### config.mk
export PLATFORM = sky130hd
export DESIGN_NAME = bus_arbiter
export DESIGN_NICKNAME = d
export VERILOG_FILES = /design/src/rtl/bus_arb_pkg.sv /design/src/rtl/bus_arb_priority.sv /design/src/rtl/bus_arbiter.sv
export SDC_FILE = /design/constraint.sdc
export NUM_CORES = 1
export LEC_CHECK = 0
export ABC_CLOCK_PERIOD_IN_PS = 2300
export BUFFER_PORTS_ARGS = -buffer_cell sky130_fd_sc_hd__buf_2
export CAP_MARGIN = 5
export CORE_MARGIN = 2
export CORE_UTILIZATION = 42
export CTS_CLUSTER_SIZE = 24
export DETAILED_ROUTE_END_ITERATION = 10
export PLACE_DENSITY_LB_ADDON = 0.15
export SLEW_MARGIN = 20
export SYNTH_ARGS = -nofsm -noshare
export SYNTH_HDL_FRONTEND = slang
export SYNTH_SLANG_ARGS = --single-unit
### constraint.sdc
create_clock -name clk_sys_i -period 2.3 [get_ports clk_sys_i]
set_clock_uncertainty 0.15 [all_clocks]
set_input_delay 0.115 -clock clk_sys_i [delete_from_list [all_inputs] [get_ports clk_sys_i]]
set_output_delay 0.115 -clock clk_sys_i [all_outputs]
set_load 0.01 [all_outputs]
### src/rtl/bus_arb_pkg.sv
// -----------------------------------------------------------------------------
// bus_arb_pkg
// Shared types for the system bus arbiter.
//   state_e : arbiter FSM states (IDLE, SETUP, ACCESS, DONE)
//   owner_e : current bus owner encoding (NONE=0, VID=1, CPU=2, SPI=3)
//   OWNER_W : width of the owner encoding
// -----------------------------------------------------------------------------
package bus_arb_pkg;

    localparam int OWNER_W = 2;

    typedef enum logic [1:0] {
        ST_IDLE   = 2'd0,
        ST_SETUP  = 2'd1,
        ST_ACCESS = 2'd2,
        ST_DONE   = 2'd3
    } state_e;

    typedef enum logic [OWNER_W-1:0] {
        OWN_NONE = 2'd0,
        OWN_VID  = 2'd1,
        OWN_CPU  = 2'd2,
        OWN_SPI  = 2'd3
    } owner_e;

endpackage

### src/rtl/bus_arb_priority.sv
// -----------------------------------------------------------------------------
// bus_arb_priority
// Combinational winner selection for the bus arbiter.
// Fixed priority VID > CPU > SPI, except that an SPI request which has already
// been passed over SPI_MAX_SKIP times wins outright.
// Ports:
//   vid_req, cpu_req, spi_req : pending requests
//   skip_cnt                  : consecutive times a pending SPI request lost
//   winner                    : selected owner, OWN_NONE when nothing pending
// -----------------------------------------------------------------------------
module bus_arb_priority
    import bus_arb_pkg::*;
#(
    parameter int SPI_MAX_SKIP = 3,
    parameter int SKIP_W       = 2
) (
    input  logic              vid_req,
    input  logic              cpu_req,
    input  logic              spi_req,
    input  logic [SKIP_W-1:0] skip_cnt,
    output owner_e            winner
);

    logic spi_starved;
    assign spi_starved = spi_req && (skip_cnt == SKIP_W'(SPI_MAX_SKIP));

    always_comb begin
        // NOTE: default assignment first so no path leaves winner unassigned (no latch).
        winner = OWN_NONE;
        if (spi_starved) begin
            winner = OWN_SPI;
        end else if (vid_req) begin
            winner = OWN_VID;
        end else if (cpu_req) begin
            winner = OWN_CPU;
        end else if (spi_req) begin
            winner = OWN_SPI;
        end
    end

endmodule

### src/rtl/bus_arbiter.sv
// -----------------------------------------------------------------------------
// bus_arbiter
// Three-way bus arbiter (video fetch, CPU, SPI) driving one shared memory/IO
// bus. Each transaction runs IDLE -> SETUP (1 cycle) -> ACCESS (RAM or IO
// wait length) -> DONE (1 cycle, owner ack) -> IDLE. Transactions are not
// preemptible; requests are only sampled in IDLE.
// Ports:
//   clk_sys_i, reset_n_i              : clock, async active-low reset
//   vid_req_i/vid_addr_i/vid_ack_o    : video requester (read-only)
//   cpu_req_i/cpu_addr_i/cpu_we_i/... : CPU requester
//   spi_req_i/spi_addr_i/spi_we_i/... : SPI requester
//   dec_ram_en_i, dec_io_en_i,
//   dec_is_readonly_i                 : external decode of bus_addr_o
//   bus_addr_o                        : latched owner address
//   ram_oe_o, ram_we_o, io_cs_o,
//   io_we_o                           : access strobes, high only in ACCESS
//   owner_o                           : current owner (NONE in IDLE)
//   ro_violation_o                    : one-cycle pulse in DONE on a blocked write
// Build option:
//   ROM_WRITE_PROTECT_EN : block CPU writes to read-only regions and report
//                          them on ro_violation_o. SPI writes stay permitted so
//                          ROM images can be loaded.
// -----------------------------------------------------------------------------
module bus_arbiter
    import bus_arb_pkg::*;
#(
    parameter int RAM_WAIT_CYCLES = 2,
    parameter int IO_WAIT_CYCLES  = 4,
    parameter int SPI_MAX_SKIP    = 3
) (
    input  logic        clk_sys_i,
    input  logic        reset_n_i,
    input  logic        vid_req_i,
    input  logic [16:0] vid_addr_i,
    output logic        vid_ack_o,
    input  logic        cpu_req_i,
    input  logic [16:0] cpu_addr_i,
    input  logic        cpu_we_i,
    output logic        cpu_ack_o,
    input  logic        spi_req_i,
    input  logic [16:0] spi_addr_i,
    input  logic        spi_we_i,
    output logic        spi_ack_o,
    input  logic        dec_ram_en_i,
    input  logic        dec_io_en_i,
    input  logic        dec_is_readonly_i,
    output logic [16:0] bus_addr_o,
    output logic        ram_oe_o,
    output logic        ram_we_o,
    output logic        io_cs_o,
    output logic        io_we_o,
    output logic [1:0]  owner_o,
    output logic        ro_violation_o
);

    localparam int WAIT_MAX = (IO_WAIT_CYCLES > RAM_WAIT_CYCLES) ? IO_WAIT_CYCLES
                                                                 : RAM_WAIT_CYCLES;
    // +2 keeps the widths at least one bit even for zero-valued parameters.
    localparam int WAIT_W   = $clog2(WAIT_MAX + 2);
    localparam int SKIP_W   = $clog2(SPI_MAX_SKIP + 2);

    state_e              state_q;
    owner_e              owner_q;
    owner_e              winner;
    logic                we_q;
    logic [SKIP_W-1:0]   skip_q;
    logic [WAIT_W-1:0]   wait_q;
    logic                access_last;
    logic                permitted;

    assign owner_o     = owner_q;
    // A wait count of 0 or 1 both end ACCESS so a zero parameter cannot wrap.
    assign access_last = (state_q == ST_ACCESS) && (wait_q <= WAIT_W'(1));

    bus_arb_priority #(
        .SPI_MAX_SKIP (SPI_MAX_SKIP),
        .SKIP_W       (SKIP_W)
    ) u_priority (
        .vid_req  (vid_req_i),
        .cpu_req  (cpu_req_i),
        .spi_req  (spi_req_i),
        .skip_cnt (skip_q),
        .winner   (winner)
    );

`ifdef ROM_WRITE_PROTECT_EN
    // Only the CPU is blocked; video never writes and SPI loads ROM contents.
    assign permitted = !((owner_q == OWN_CPU) && dec_is_readonly_i);

    logic ro_q;
    assign ro_violation_o = ro_q;

    always_ff @(posedge clk_sys_i or negedge reset_n_i) begin
        if (!reset_n_i) begin
            ro_q <= 1'b0;
        end else begin
            // Raised on the ACCESS->DONE edge so the pulse coincides with the ack.
            ro_q <= access_last && we_q && !permitted;
        end
    end
`else
    assign permitted      = 1'b1;
    assign ro_violation_o = 1'b0;
`endif

    always_ff @(posedge clk_sys_i or negedge reset_n_i) begin
        if (!reset_n_i) begin
            state_q    <= ST_IDLE;
            owner_q    <= OWN_NONE;
            we_q       <= 1'b0;
            skip_q     <= '0;
            wait_q     <= '0;
            bus_addr_o <= '0;
            ram_oe_o   <= 1'b0;
            ram_we_o   <= 1'b0;
            io_cs_o    <= 1'b0;
            io_we_o    <= 1'b0;
            vid_ack_o  <= 1'b0;
            cpu_ack_o  <= 1'b0;
            spi_ack_o  <= 1'b0;
        end else begin
            // NOTE: sequential state uses non-blocking assignments so every
            // register updates from pre-edge values regardless of statement order.
            vid_ack_o <= 1'b0;
            cpu_ack_o <= 1'b0;
            spi_ack_o <= 1'b0;

            unique case (state_q)
                ST_IDLE: begin
                    if (winner != OWN_NONE) begin
                        owner_q <= winner;
                        state_q <= ST_SETUP;
                        unique case (winner)
                            OWN_VID: begin
                                bus_addr_o <= vid_addr_i;
                                we_q       <= 1'b0;
                            end
                            OWN_CPU: begin
                                bus_addr_o <= cpu_addr_i;
                                we_q       <= cpu_we_i;
                            end
                            default: begin
                                bus_addr_o <= spi_addr_i;
                                we_q       <= spi_we_i;
                            end
                        endcase
                        // Track how often a waiting SPI request loses.
                        if (winner == OWN_SPI) begin
                            skip_q <= '0;
                        end else if (spi_req_i && (skip_q != SKIP_W'(SPI_MAX_SKIP))) begin
                            skip_q <= skip_q + 1'b1;
                        end
                    end
                end

                ST_SETUP: begin
                    // Decode has settled on bus_addr_o; register the strobes for ACCESS.
                    state_q  <= ST_ACCESS;
                    wait_q   <= dec_io_en_i ? WAIT_W'(IO_WAIT_CYCLES)
                                            : WAIT_W'(RAM_WAIT_CYCLES);
                    ram_oe_o <= dec_ram_en_i && !we_q;
                    ram_we_o <= dec_ram_en_i && we_q && permitted;
                    io_cs_o  <= dec_io_en_i;
                    io_we_o  <= dec_io_en_i && we_q;
                end

                ST_ACCESS: begin
                    if (access_last) begin
                        state_q   <= ST_DONE;
                        ram_oe_o  <= 1'b0;
                        ram_we_o  <= 1'b0;
                        io_cs_o   <= 1'b0;
                        io_we_o   <= 1'b0;
                        vid_ack_o <= (owner_q == OWN_VID);
                        cpu_ack_o <= (owner_q == OWN_CPU);
                        spi_ack_o <= (owner_q == OWN_SPI);
                    end else begin
                        wait_q <= wait_q - 1'b1;
                    end
                end

                default: begin
                    state_q <= ST_IDLE;
                    owner_q <= OWN_NONE;
                end
            endcase
        end
    end

endmodule

Word level (Yosys, flattened, before mapping)
Index checks and enable logic that the tools add are counted.
Word-level totals
  input port bits: 61
  register bits after elaboration: 35
  word-level logic and storage cells: 75
  output and inout bits: 27
Operators by class
  $lt $le $gt $ge: 1
  reductions and logical operators: 18
  $add $sub $neg: 2
  bitwise gates (word level): 1
  equality and inequality tests: 13
  muxes and demuxes: 27
Operators by type and width (number)
  17-bit case mux with 2 select lines: 1
  2-bit 2-to-1 mux: 7
  3-bit 2-to-1 mux: 4
  2-bit equality test, second input constant: 5
  1-bit case mux with 2 select lines: 5
  2-bit AND reduction: 5
  1-bit 2-to-1 mux: 7
  2-bit by 1-bit equality test with 1-bit output, second input constant: 3
  1-bit logical AND: 6
  2-bit != test, second input constant: 3
  2-bit case mux with 3 select lines: 1
  3-bit case mux with 2 select lines: 1
  2-bit nonzero test: 3
  2-bit case mux with 2 select lines: 1
  3-bit by 1-bit adder with 3-bit output, second input constant: 1
  3-bit by 2-bit equality test with 1-bit output, second input constant: 1
  3-bit by 1-bit less-or-equal comparator with 1-bit output, second input constant: 1
  3-bit by 2-bit != test with 1-bit output, second input constant: 1
  3-bit AND reduction: 1
  3-bit by 1-bit subtractor with 3-bit output, second input constant: 1
  2-bit zero test: 1
  2-bit OR reduction: 1
  1-bit zero test: 1
  1-bit inverter: 1

Longest topological paths before layout
  depth in word-level cells: 7
  depth in mapped cells: 11
  gate-level depth less buffers: 9

Cells and area by module
A second synthesis with hierarchy kept.
Unflattened totals
  cells, all modules: 201
  area total of the unflattened synthesis: 2048.2 um2
Modules (own cells, without submodules)
  bus_arbiter: instances 1, area an instance 2016.9 um2, seq. area each 875.8 um2, cells an instance 196
  bus_arb_priority: instances 1, area an instance 31.3 um2, seq. area each 0.0 um2, cells an instance 5

Least setup slack after synthesis
Ideal clock, no wire load.
  path type: reg-to-reg
  start: register skip_q[0]
  end: register bus_addr_o[10]
  period minus slack after synthesis: 2353 ps
  data required time: 2018 ps
  library setup time: 132 ps
  arrival: 2071 ps
  stages on the path, launching flop included: 11
  slack: -53 ps
  buffers on the path: 2
  cell sequence: dfrtp_1 ha_1 ha_1 nand2b_1 a21oi_1 inv_1 ha_1 buf_2 buf_2 a221oi_1 o21ai_0
Between the ends
  longest elaborated chain between the ends: 5
  elaborated cells between the ends (all ways): 8
  classes of those cells: 3 x eq/ne; 2 x mux; 3 x reduce/logical
RTL lines
  start, declared: RTL line bus_arbiter.sv:66  | logic [SKIP_W-1:0] skip_q;
  start signal, assigned: RTL line bus_arbiter.sv:151  | skip_q <= skip_q + 1'b1;
  3-bit by 2-bit equality test with 1-bit output (*): RTL line bus_arb_priority.sv:25  | assign spi_starved = spi_req && (skip_cnt == SKIP_W'(SPI_MAX_SKIP));
  1-bit logical AND (*): RTL line bus_arb_priority.sv:25
  2-bit 2-to-1 mux (*): RTL line bus_arb_priority.sv:30  | if (spi_starved) begin
  2-bit equality test (tied with other cells): RTL line bus_arbiter.sv:133  | unique case (winner)
  17-bit case mux with 2 select lines or 2-bit AND reduction (tied branches)
  end signal, assigned: RTL line bus_arbiter.sv:135  | bus_addr_o <= vid_addr_i;
  end signal, assigned: RTL line bus_arbiter.sv:139  | bus_addr_o <= cpu_addr_i;
  end signal, assigned: RTL line bus_arbiter.sv:143  | bus_addr_o <= spi_addr_i;
  end, declared: RTL line bus_arbiter.sv:47  | output logic [16:0] bus_addr_o,
Every way passes the cells marked *; elsewhere a longest branch is shown, timed or not.
A chain may end at the register's enable or synchronous reset.

Worst setup path in the final report
  start: register skip_q[0]
  end: register bus_addr_o[12]
The elaborated chain is that of the path after synthesis.

==> results.ini <==
[outcome]
status = finished with violations
violations = negative hold slack, negative setup slack

[sta]
min_period_ns = 2.31
rsz0062_at_grt = true
setup_viol = 1
setup_ws_ns = -0.0114
clock.fmax_ghz = 0.433
final_max_slew_viol_count = 0
relSlewSlack = 0.472
worst_pin_slew_ns = 0.791
finalCritPeriodShare = 1.00
whs_ns = -0.0283
finalHoldViolations = 3

[synthesis]
ys_async_sr_fraction = 1.00
synth_cell_types = 36
synthFlopType = dfrtp_1
synth_nets = 276
ys_warn_count = 0
postSynthAreaPerCell_um2 = 9.40
synth_top_area_share = 0.457
synth_area_leaders = dfrtp_1 46%, o21ai_0 10%, a221oi_1 7.8%, ha_1 7.2%, nand2_1 5.3%
ys_ff_latch = 35
synth_most_common_cell = o21ai_0
synth_edf_count = 0
syn-cell-area_mm2 = 0.00192
ys_seq_area_frac = 0.457
synth_commonest_cells = 40 x o21ai_0, 35 x dfrtp_1, 27 x nand2_1, 17 x a221oi_1, 11 x ha_1
synthCells = 204
synth_largest_area_cell = dfrtp_1

[finish]
finalInstanceArea_mm2 = 0.00334
nets = 422
fill_cells = 291
drive_gt1_frac = 0.407
syn_to_final_growth_pct = 73.9
utilization = 0.761

[power]
swShare = 0.396
clockPowerShare = 0.171
p_sw_uw = 1340
p_per_area_mw_per_mm2 = 1020
vdd_drop_max_uv = 562
total_leakage_power_uw = 0.00159
combPwrFrac = 0.523
p_int_uw = 2050
power_frac_seq = 0.306
power.total_uw = 3390

[clock_tree]
clockRootBuffer = clkbuf_8
clk_latency_ns = 0.29
tritoncts = yes
cts_buffers = 5
htreeDepth = 2
clk_pin_slew_worst_paths_ns = 0.07
cts.path.max_buffers = 2
cts_sinks = 35

[worst_setup_path]
cp_top_family = adder cells
max_stage_delay_ns = 0.39
crit_required_ns = 2.29
cp.arrival_ns = 2.31
crit_buf_inv = 2
cp_cell_sequence = ha_2 -> ha_2 -> nand2b_1 -> a21o_1 -> buf_4 -> ha_4 -> buf_12 -> a221oi_2 -> o21ai_0
critPathMostFrequentCell = ha_2
cp_max_fo = 18
slowest_stage = dfrtp_1
setup.worst_path.end_class = register
path_class = register to register
worstSetupStartpointType = register

[drt]
drc = 0
drt-total-wl_um = 6660
antenna_left = 0
vias_per_cell = 5.46
wl_per_cell_um = 16.4
vias = 2211
drt_iter0_drc = 138
dr.pass1.iters = 4

[grt]
top_usage_layer = met2
grt_max_degree = 36
grt_pass1_wl_um = 9730
grt_usage = 0.239
met2_usage = 0.413
gr-total-overflow = 0
antenna_found_initial = 2
gr-usage-met1 = 0.281
use_met3 = 0.0492
grt_pass1_vias = 2135

[placed_design]
io_buffers = 85
place_area_mm2 = 0.00246
pre_cts_slack_ns = -0.0531
globalplace.congestion = 0.848
dp_hpwl_um = 3470

[die]
die_w_um = 71.6
die-height_um = 71.6
core_area_mm2 = 0.00438
start_util = 0.438
dieArea_mm2 = 0.00512
pin_count = 88
row_count = 24

[job]
drv_cap = 0

[worst_hold_path]
hp-class = primary input to register

[layout by cell type (no fill, tap or decap), drive strengths merged, types with 2 or more instances in the layout]
cell         netlist  routed
clkbuf             1       6
buf               12     103
a221oi            17      17
nor3b              2       2
a22o               3       3
a21o               2       2
a32o               2       2
nand3              2       2
o21ai             40      40
nor2b              5       5
nor2               6       6
o2bb2ai            2       2
ha                11      11
dfrtp             35      35
o211ai             3       3
inv                8       8
diode              0       2
a21oi              4       4
nand2             27      27
and2b              2       2
and2               2       2
nand2b             5       5
dlygate4sd3        0      49
[power groups by stage]
stage / registers, µW / clock network [µW] / logic (µW)
floorplan: 1110 / 0 / 875
global placement: 1030 / 0 / 1450
detailed placement: 1040 / 0 / 1470
CTS: 1030 / 583 / 1590
global route: 1070 / 614 / 1970
finish: 1040 / 579 / 1770
[kinds of logic after synthesis]
kind of cell             synth area share
AO/OA/AOI/OAI                       0.269
buffers and inverters              0.0515
adder cells (fa/ha/maj)            0.0718
flip-flops                          0.457
other                             0.00196
AND/OR/NAND/NOR                     0.138
XOR/XNOR                          0.00457
multiplexers                      0.00587
[state kept, by name (all words and copies together), names as in the netlist]
name and cells:
cpu_ack_o 1, vid_ack_o 1, wait_q 3, owner_o 2
we_q 1, io_cs_o 1, spi_ack_o 1, state_q 2
ram_oe_o 1, io_we_o 1, skip_q 3, ram_we_o 1
bus_addr_o 17
[metal layers]
metal / routed length (µm) / up-vias / share of wire
li1: - / 1040 / -
met1: 2500 / 1025 / 0.37
met2: 3480 / 115 / 0.52
met3: 397 / 31 / 0.060
met4: 287 / 0 / 0.043
met5: 0 / - / 0
[through the flow]
stage | instances | hold WS, ns | setup TNS (ns)
3_3_place_gp | 340 | 0.0950 | -0.00828
6_report | 405 | -0.0283 | -0.0114
3_5_place_dp | 340 | 0.0946 | -0.155
2_1_floorplan | 204 | -0.331 | 0
5_1_grt | 405 | 0.0106 | -0.598
4_1_cts | 399 | 0.00170 | -0.0504
[worst paths after layout]
kind                                 from              to  slack (ns)  depth (start not counted)
setup / recovery                skip_q[0]  bus_addr_o[12]       -0.01                          9
max in group asynchronous       reset_n_i  bus_addr_o[12]        1.20                          2
hold / removal             cpu_addr_i[14]  bus_addr_o[14]       -0.03                          3
hold reg to reg             bus_addr_o[8]   bus_addr_o[8]        0.34                          2
setup reg to reg                skip_q[0]  bus_addr_o[12]       -0.01                          9
min in group asynchronous       reset_n_i       wait_q[2]        0.29                          2
[layout make-up]
cell class / instances / area (µm²) / area share
Sequential cell: 35 / 876 / 0.263
Tap cell: 52 / 65.1 / 0.0195
Inverter: 8 / 35.0 / 0.0105
Timing Repair Buffer: 152 / 1080 / 0.325
Clock buffer: 6 / 82.6 / 0.0248
Clock inverter: 2 / 35.0 / 0.0105
Multi-Input combinational cell: 148 / 1150 / 0.345
Antenna cell: 2 / 5.00 / 0.00150
[worst register-to-register path, delay by kind of cell, from the launching register on]
| family | cells | cell delay, ns |
|---|---|---|
| AOI/OAI and AO/OA | 3 | 0.57 |
| adders and majority gates | 3 | 0.60 |
| buffers and inverters | 2 | 0.32 |
| DFF | 1 | 0.39 |
| and+or+nand+nor | 1 | 0.15 |
[timing repair]
| action | CTS | global route |
|---|---|---|
| hold endpoints to repair | 57 | 0 |
| gates cloned | 0 | 1 |
| endpoints found under the setup margin | 14 | 23 |
| gates resized for setup | 13 | 40 |
| pin swaps | 1 | 5 |
| hold buffers | 49 | 0 |
| buffers inserted | 2 | 3 |
Power figures use the tool's default switching activity.
